`config.mk`:
```
export PLATFORM = sky130hd
export DESIGN_NAME = mem_port_arbiter
export DESIGN_NICKNAME = d
export VERILOG_FILES = /design/src/rtl/mem_port_arbiter.sv
export SDC_FILE = /design/constraint.sdc
export NUM_CORES = 1
export LEC_CHECK = 0
export ABC_CLOCK_PERIOD_IN_PS = 10500
export CAP_MARGIN = 20
export CORE_MARGIN = 1
export CORE_UTILIZATION = 44
export CTS_CLUSTER_SIZE = 30
export DETAILED_ROUTE_END_ITERATION = 12
export HOLD_SLACK_MARGIN = 0.08
export PLACE_DENSITY_LB_ADDON = 0.1
export SYNTH_ARGS = -nofsm -noshare
export SYNTH_HDL_FRONTEND = slang
export SYNTH_SLANG_ARGS = --single-unit
```
`constraint.sdc`:
```
create_clock -name clk -period 10.5 [get_ports clk]
set_input_delay 2.1 -clock clk [delete_from_list [all_inputs] [get_ports clk]]
set_output_delay 2.1 -clock clk [all_outputs]
set_load 0.1 [all_outputs]
```
`src/rtl/mem_port_arbiter.sv`:
```
// mem_port_arbiter
// Shares one unified instruction/data memory between the core's memory port
// (CPU) and a program-loader/DMA port (DMA). The arbiter runs one transaction
// at a time against a variable-latency memory. Dual requests are granted
// round-robin. An access that never sees mem_ready is aborted after TIMEOUT
// ACCESS cycles and returns err.
//
// Ports
//   clk, reset                      clock, async active-high reset
//   cpu_req/we/adr/wd -> cpu_rd/ack CPU request port, one-cycle ack
//   cpu_stall                       cpu_req & ~cpu_ack, holds the core's sequencer
//   dma_req/we/adr/wd -> dma_rd/ack DMA request port, one-cycle ack
//   mem_en/we/adr/wd, mem_rd/ready  memory side, ready completes the access
//   err                             completing transaction timed out (with ack)
//   busy                            FSM not in IDLE
//
// state  | meaning
// IDLE   | waiting for a request; arbitrates and latches the granted port
// ACCESS | memory strobe active; waits for mem_ready or the wait limit
// RESP   | one-cycle ack (plus rd/err) to the owner; updates last_owner
module mem_port_arbiter #(
   parameter int AW      = 32,
   parameter int DW      = 32,
   parameter int TIMEOUT = 16
) (
   input  logic          clk,
   input  logic          reset,
   input  logic          cpu_req,
   input  logic          cpu_we,
   input  logic [AW-1:0] cpu_adr,
   input  logic [DW-1:0] cpu_wd,
   output logic [DW-1:0] cpu_rd,
   output logic          cpu_ack,
   output logic          cpu_stall,
   input  logic          dma_req,
   input  logic          dma_we,
   input  logic [AW-1:0] dma_adr,
   input  logic [DW-1:0] dma_wd,
   output logic [DW-1:0] dma_rd,
   output logic          dma_ack,
   output logic          mem_en,
   output logic          mem_we,
   output logic [AW-1:0] mem_adr,
   output logic [DW-1:0] mem_wd,
   input  logic [DW-1:0] mem_rd,
   input  logic          mem_ready,
   output logic          err,
   output logic          busy
);

   localparam int CW = $clog2(TIMEOUT) + 1;

   localparam logic [1:0] S_IDLE   = 2'd0;
   localparam logic [1:0] S_ACCESS = 2'd1;
   localparam logic [1:0] S_RESP   = 2'd2;

   localparam logic OWN_CPU = 1'b0;
   localparam logic OWN_DMA = 1'b1;

   // Last wait-counter value before the access is abandoned.
   localparam logic [CW-1:0] WAIT_LAST = CW'(TIMEOUT - 1);

   logic [1:0]    state;
   logic          owner;
   logic          last_owner;
   logic          we_q;
   logic          err_q;
   logic [AW-1:0] adr_q;
   logic [DW-1:0] wd_q;
   logic [DW-1:0] rd_q;
   logic [CW-1:0] wcnt;

   logic grant_dma;
   logic in_access;
   logic in_resp;

   // DMA wins when it is alone, or on a tie when the CPU was served last.
   always_comb begin
      grant_dma = dma_req & (~cpu_req | (last_owner == OWN_CPU));
   end

   always_ff @(posedge clk or posedge reset) begin
      if (reset) begin
         state      <= S_IDLE;
         owner      <= OWN_CPU;
         last_owner <= OWN_DMA;
         we_q       <= 1'b0;
         err_q      <= 1'b0;
         adr_q      <= '0;
         wd_q       <= '0;
         rd_q       <= '0;
         wcnt       <= '0;
      end else begin
         case (state)
            S_IDLE: begin
               if (cpu_req | dma_req) begin
                  owner <= grant_dma ? OWN_DMA : OWN_CPU;
                  adr_q <= grant_dma ? dma_adr : cpu_adr;
                  we_q  <= grant_dma ? dma_we  : cpu_we;
                  wd_q  <= grant_dma ? dma_wd  : cpu_wd;
                  wcnt  <= '0;
                  state <= S_ACCESS;
               end
            end
            S_ACCESS: begin
               if (mem_ready) begin
                  rd_q  <= mem_rd;
                  err_q <= 1'b0;
                  state <= S_RESP;
               end else if (wcnt == WAIT_LAST) begin
                  rd_q  <= '0;
                  err_q <= 1'b1;
                  state <= S_RESP;
               end else begin
                  wcnt <= wcnt + 1'b1;
               end
            end
            S_RESP: begin
               last_owner <= owner;
               state      <= S_IDLE;
            end
            default: state <= S_IDLE;
         endcase
      end
   end

   assign in_access = (state == S_ACCESS);
   assign in_resp   = (state == S_RESP);

   assign mem_en  = in_access;
   assign mem_we  = in_access & we_q;
   assign mem_adr = in_access ? adr_q : '0;
   assign mem_wd  = in_access ? wd_q  : '0;

   assign cpu_ack = in_resp & (owner == OWN_CPU);
   assign dma_ack = in_resp & (owner == OWN_DMA);
   assign cpu_rd  = cpu_ack ? rd_q : '0;
   assign dma_rd  = dma_ack ? rd_q : '0;
   assign err     = in_resp & err_q;
   assign busy    = (state != S_IDLE);

   assign cpu_stall = cpu_req & ~cpu_ack;

endmodule

```
==> results.toml <==
[finish]
final_common_cell = "clkdlybuf4s50_1"
drive_gt1_share_pct = 10.1
final_core_util_pct = 70.2
nets = 995
syn_to_final_growth_pct = 56.4
stdcell_count = 1007
num_antenna_cells = 0
mostFrequentLayoutCells = "301 x clkdlybuf4s50_1, 130 x and2_1, 106 x dfrtp_1"

[critical_path]
critPathMaxStageDelay_ns = 1.14
crit_arrival_ns = 4.06
endpoint_kind = "output pin"
critPathRequiredTime_ns = 8.40
cp-start-kind = "input port"
r2r-start = "state[1]"
cp_slowest_cell = "clkdlybuf4s50_1"
crit_top_cell = "clkdlybuf4s50_1"
critPathMaxFanout = 4
cp_cell_sequence = "clkdlybuf4s50_1 -> nor2b_1 -> clkdlybuf4s50_1"
crit_start = "cpu_req"
worstSetupPathType = "input port to output pin"

[grt]
grt_max_degree = 72
grt_overflow_total = 0
use_met3_pct = 6.35
grt_use_met1_pct = 30.5
grt_pass1_wl_mm = 29.6
antenna_found_initial = 0
grt_busiest_layer = "met2"
met2_usage_pct = 47.8
grt_pass1_vias = 5695
grt_usage_pct = 26.8

[placed_design]
place_congestion = 0.815
post-dp-hpwl_mm = 12.4
port_buffers = 301
dp.cells = 991

[power]
pwr-share-seq_pct = 21.9
p_sw_mw = 1.90
powerDensity_mw_per_mm2 = 366
max-vdd-ir-drop_mv = 0.287
clock_power_share_pct = 9.4
switching_share_pct = 56.0
power_mw = 3.39
p_int_mw = 1.49
power_leakage_nw = 3.69
p_comb_share_pct = 68.7

[floorplanning]
core_area_mm2 = 0.0132
start_util_pct = 44.9
pin_count = 302
fp.dieW_um = 118
dieHeight_um = 118
die_area_mm2 = 0.0139
rows = 42

[drt]
ant_nets = 0
num_vias = 5454
post_drt_via_cell_ratio = 5.42
drt_wl_total_mm = 18.2
drtIter0Drc = 289
drc = 0
routedWlPerCell_um = 18.1
first_pass_iters = 6

[logic_synthesis]
synth_area_mm2 = 0.00592
synth_compound_area_share_pct = 28.9
synth_edf_count = 0
synthMuxAreaShare_pct = 0.338
syn_nets = 728
yosys.area.top_type = "dfrtp_1"
synth-simple-area-share_pct = 19.7
syn_avg_cell_area_um2 = 10.6
ys.flop_type = "dfrtp_1"
synth_cells = 559
synth_top_family_by_area = "compound AO/OA/AOI/OAI gates"
synth_async_sr_flop_share_pct = 100
ys_seq_area_share_pct = 45.3
synth-xor-area-share_pct = 0
synth_top_cell_area_share_pct = 44.8
yosys_warnings = 0
synth_area_leaders = "dfrtp_1 45%, and2_1 14%, a2bb2oi_2 9.9%, a211oi_1 7.0%, a22o_1 4.7%"
synthAdderAreaFrac_pct = 0.423
ys_seq_elements = 107
synth_cell_types = 37

[run_status]
outcome = "complete, no violations"

[job]
cap_violations = 0

[sta]
min_period_ns = 6.16
rsz0062_at_grt = "no"
drv_slew = 0
clock_skew_ns = 0.0115
finalSetupTns_ns = 0
setup_violations = 0
slew_headroom_pct = 29.9
fin_crit_sh_pct = 58.7
fmax_mhz = 162
final-hold-violation-count = 0
hold_ws_ns = 0.497
worst_slew_pin_slew_ns = 1.05

[cts]
cts_resized = 0
clk-insertion-delay-late_ns = 0.35
post_cts_buffers = 0
path_clk_slew_ns = 0.07
numCtsBuffers = 9
cts_buffer_depth = 2
root_buffer = "clkbuf_16"
tritoncts = "done"
htree_levels = 3
postCtsHoldBufs = 0
cts_num_sinks = 107

[worst_hold_path]
hp-start = "wcnt[2]"
hold_class = "flop to flop"
## worst max-delay path: cells and delay by family
kind / cells / cell delay [ns]
buffers and inverters: 2 / 1.76
AND/OR/NAND/NOR: 1 / 0.20
## sequential cells by signal (all words and copies together), names as in the netlist
signal,count
adr_q,32
rd_q,32
wd_q,32
wcnt,5
state,2
err_q,1
last_owner,1
owner,1
we_q,1
## synthesized netlist by cell type (2+ instances only)
| cell type | count |
|---|---|
| mux2i_1 | 2 |
| a211oi_2 | 10 |
| inv_1 | 6 |
| clkbuf_1 | 28 |
| and2_1 | 130 |
| a2bb2oi_1 | 26 |
| o22ai_1 | 2 |
| a211oi_1 | 55 |
| a22o_1 | 32 |
| dfrtp_1 | 106 |
| nand2_1 | 67 |
| buf_2 | 18 |
| ha_1 | 2 |
| buf_6 | 7 |
| nor2_4 | 2 |
| buf_4 | 2 |
| a2bb2oi_2 | 39 |
| o21ai_0 | 3 |
| nor2_1 | 4 |
## area by class of cell
cell class / instances / area (um2)
Clock inverter: 4 / 27.5
Multi-Input combinational cell: 390 / 2940
Clock buffer: 12 / 246
Timing Repair Buffer: 312 / 3120
Tap cell: 176 / 220
Fill cell: 998 / 3930
Inverter: 6 / 25.0
Sequential cell: 107 / 2680
## routing by layer
layer / part of all wire [%] / wire length, um
met1: 40 / 7210
met3: 6.1 / 1110
met2: 51 / 9270
met4: 3.5 / 635
met5: 0 / 0
## power by group through the flow
stage / logic [mW] / clock network (mW) / registers (mW)
2_1_floorplan: 1.86 / 0 / 0.702
3_3_place_gp: 2.30 / 0 / 0.734
3_5_place_dp: 2.33 / 0 / 0.745
4_1_cts: 2.34 / 0.326 / 0.742
5_1_grt: 2.41 / 0.344 / 0.768
6_report: 2.33 / 0.318 / 0.743
## path summary, 6_finish.rpt
| kind | end | slack (ns) | cells past startpoint |
|---|---|---|---|
| worst min register to register | wcnt[2] | 0.50 | 1 |
| max in group asynchronous | rd_q[23] | 7.10 | 3 |
| worst min-delay path | wcnt[2] | 0.50 | 1 |
| worst max-delay path | cpu_stall | 4.34 | 3 |
| worst max register to register | adr_q[22] | 7.64 | 5 |
| min in group asynchronous | wd_q[25] | 2.13 | 2 |
## logic make-up (layout without fill, tap and decap cells)
kind of cell,Yosys count,count (layout)
AND/OR/NAND/NOR,212,212
AO/OA/AOI/OAI,174,174
flip-flops,107,107
buffers and inverters,62,334
adder cells (fa/ha/maj),2,2
multiplexers,2,2
## stage by stage
stage / setup WS, ns / cell area (um2)
2_1_floorplan: 4.97 / 5920
6_report: 4.34 / 9260
5_1_grt: 4.33 / 9260
3_3_place_gp: 4.37 / 8960
4_1_cts: 4.36 / 9260
3_5_place_dp: 4.37 / 8980
No activity file was read; power rests on OpenSTA's default activity.
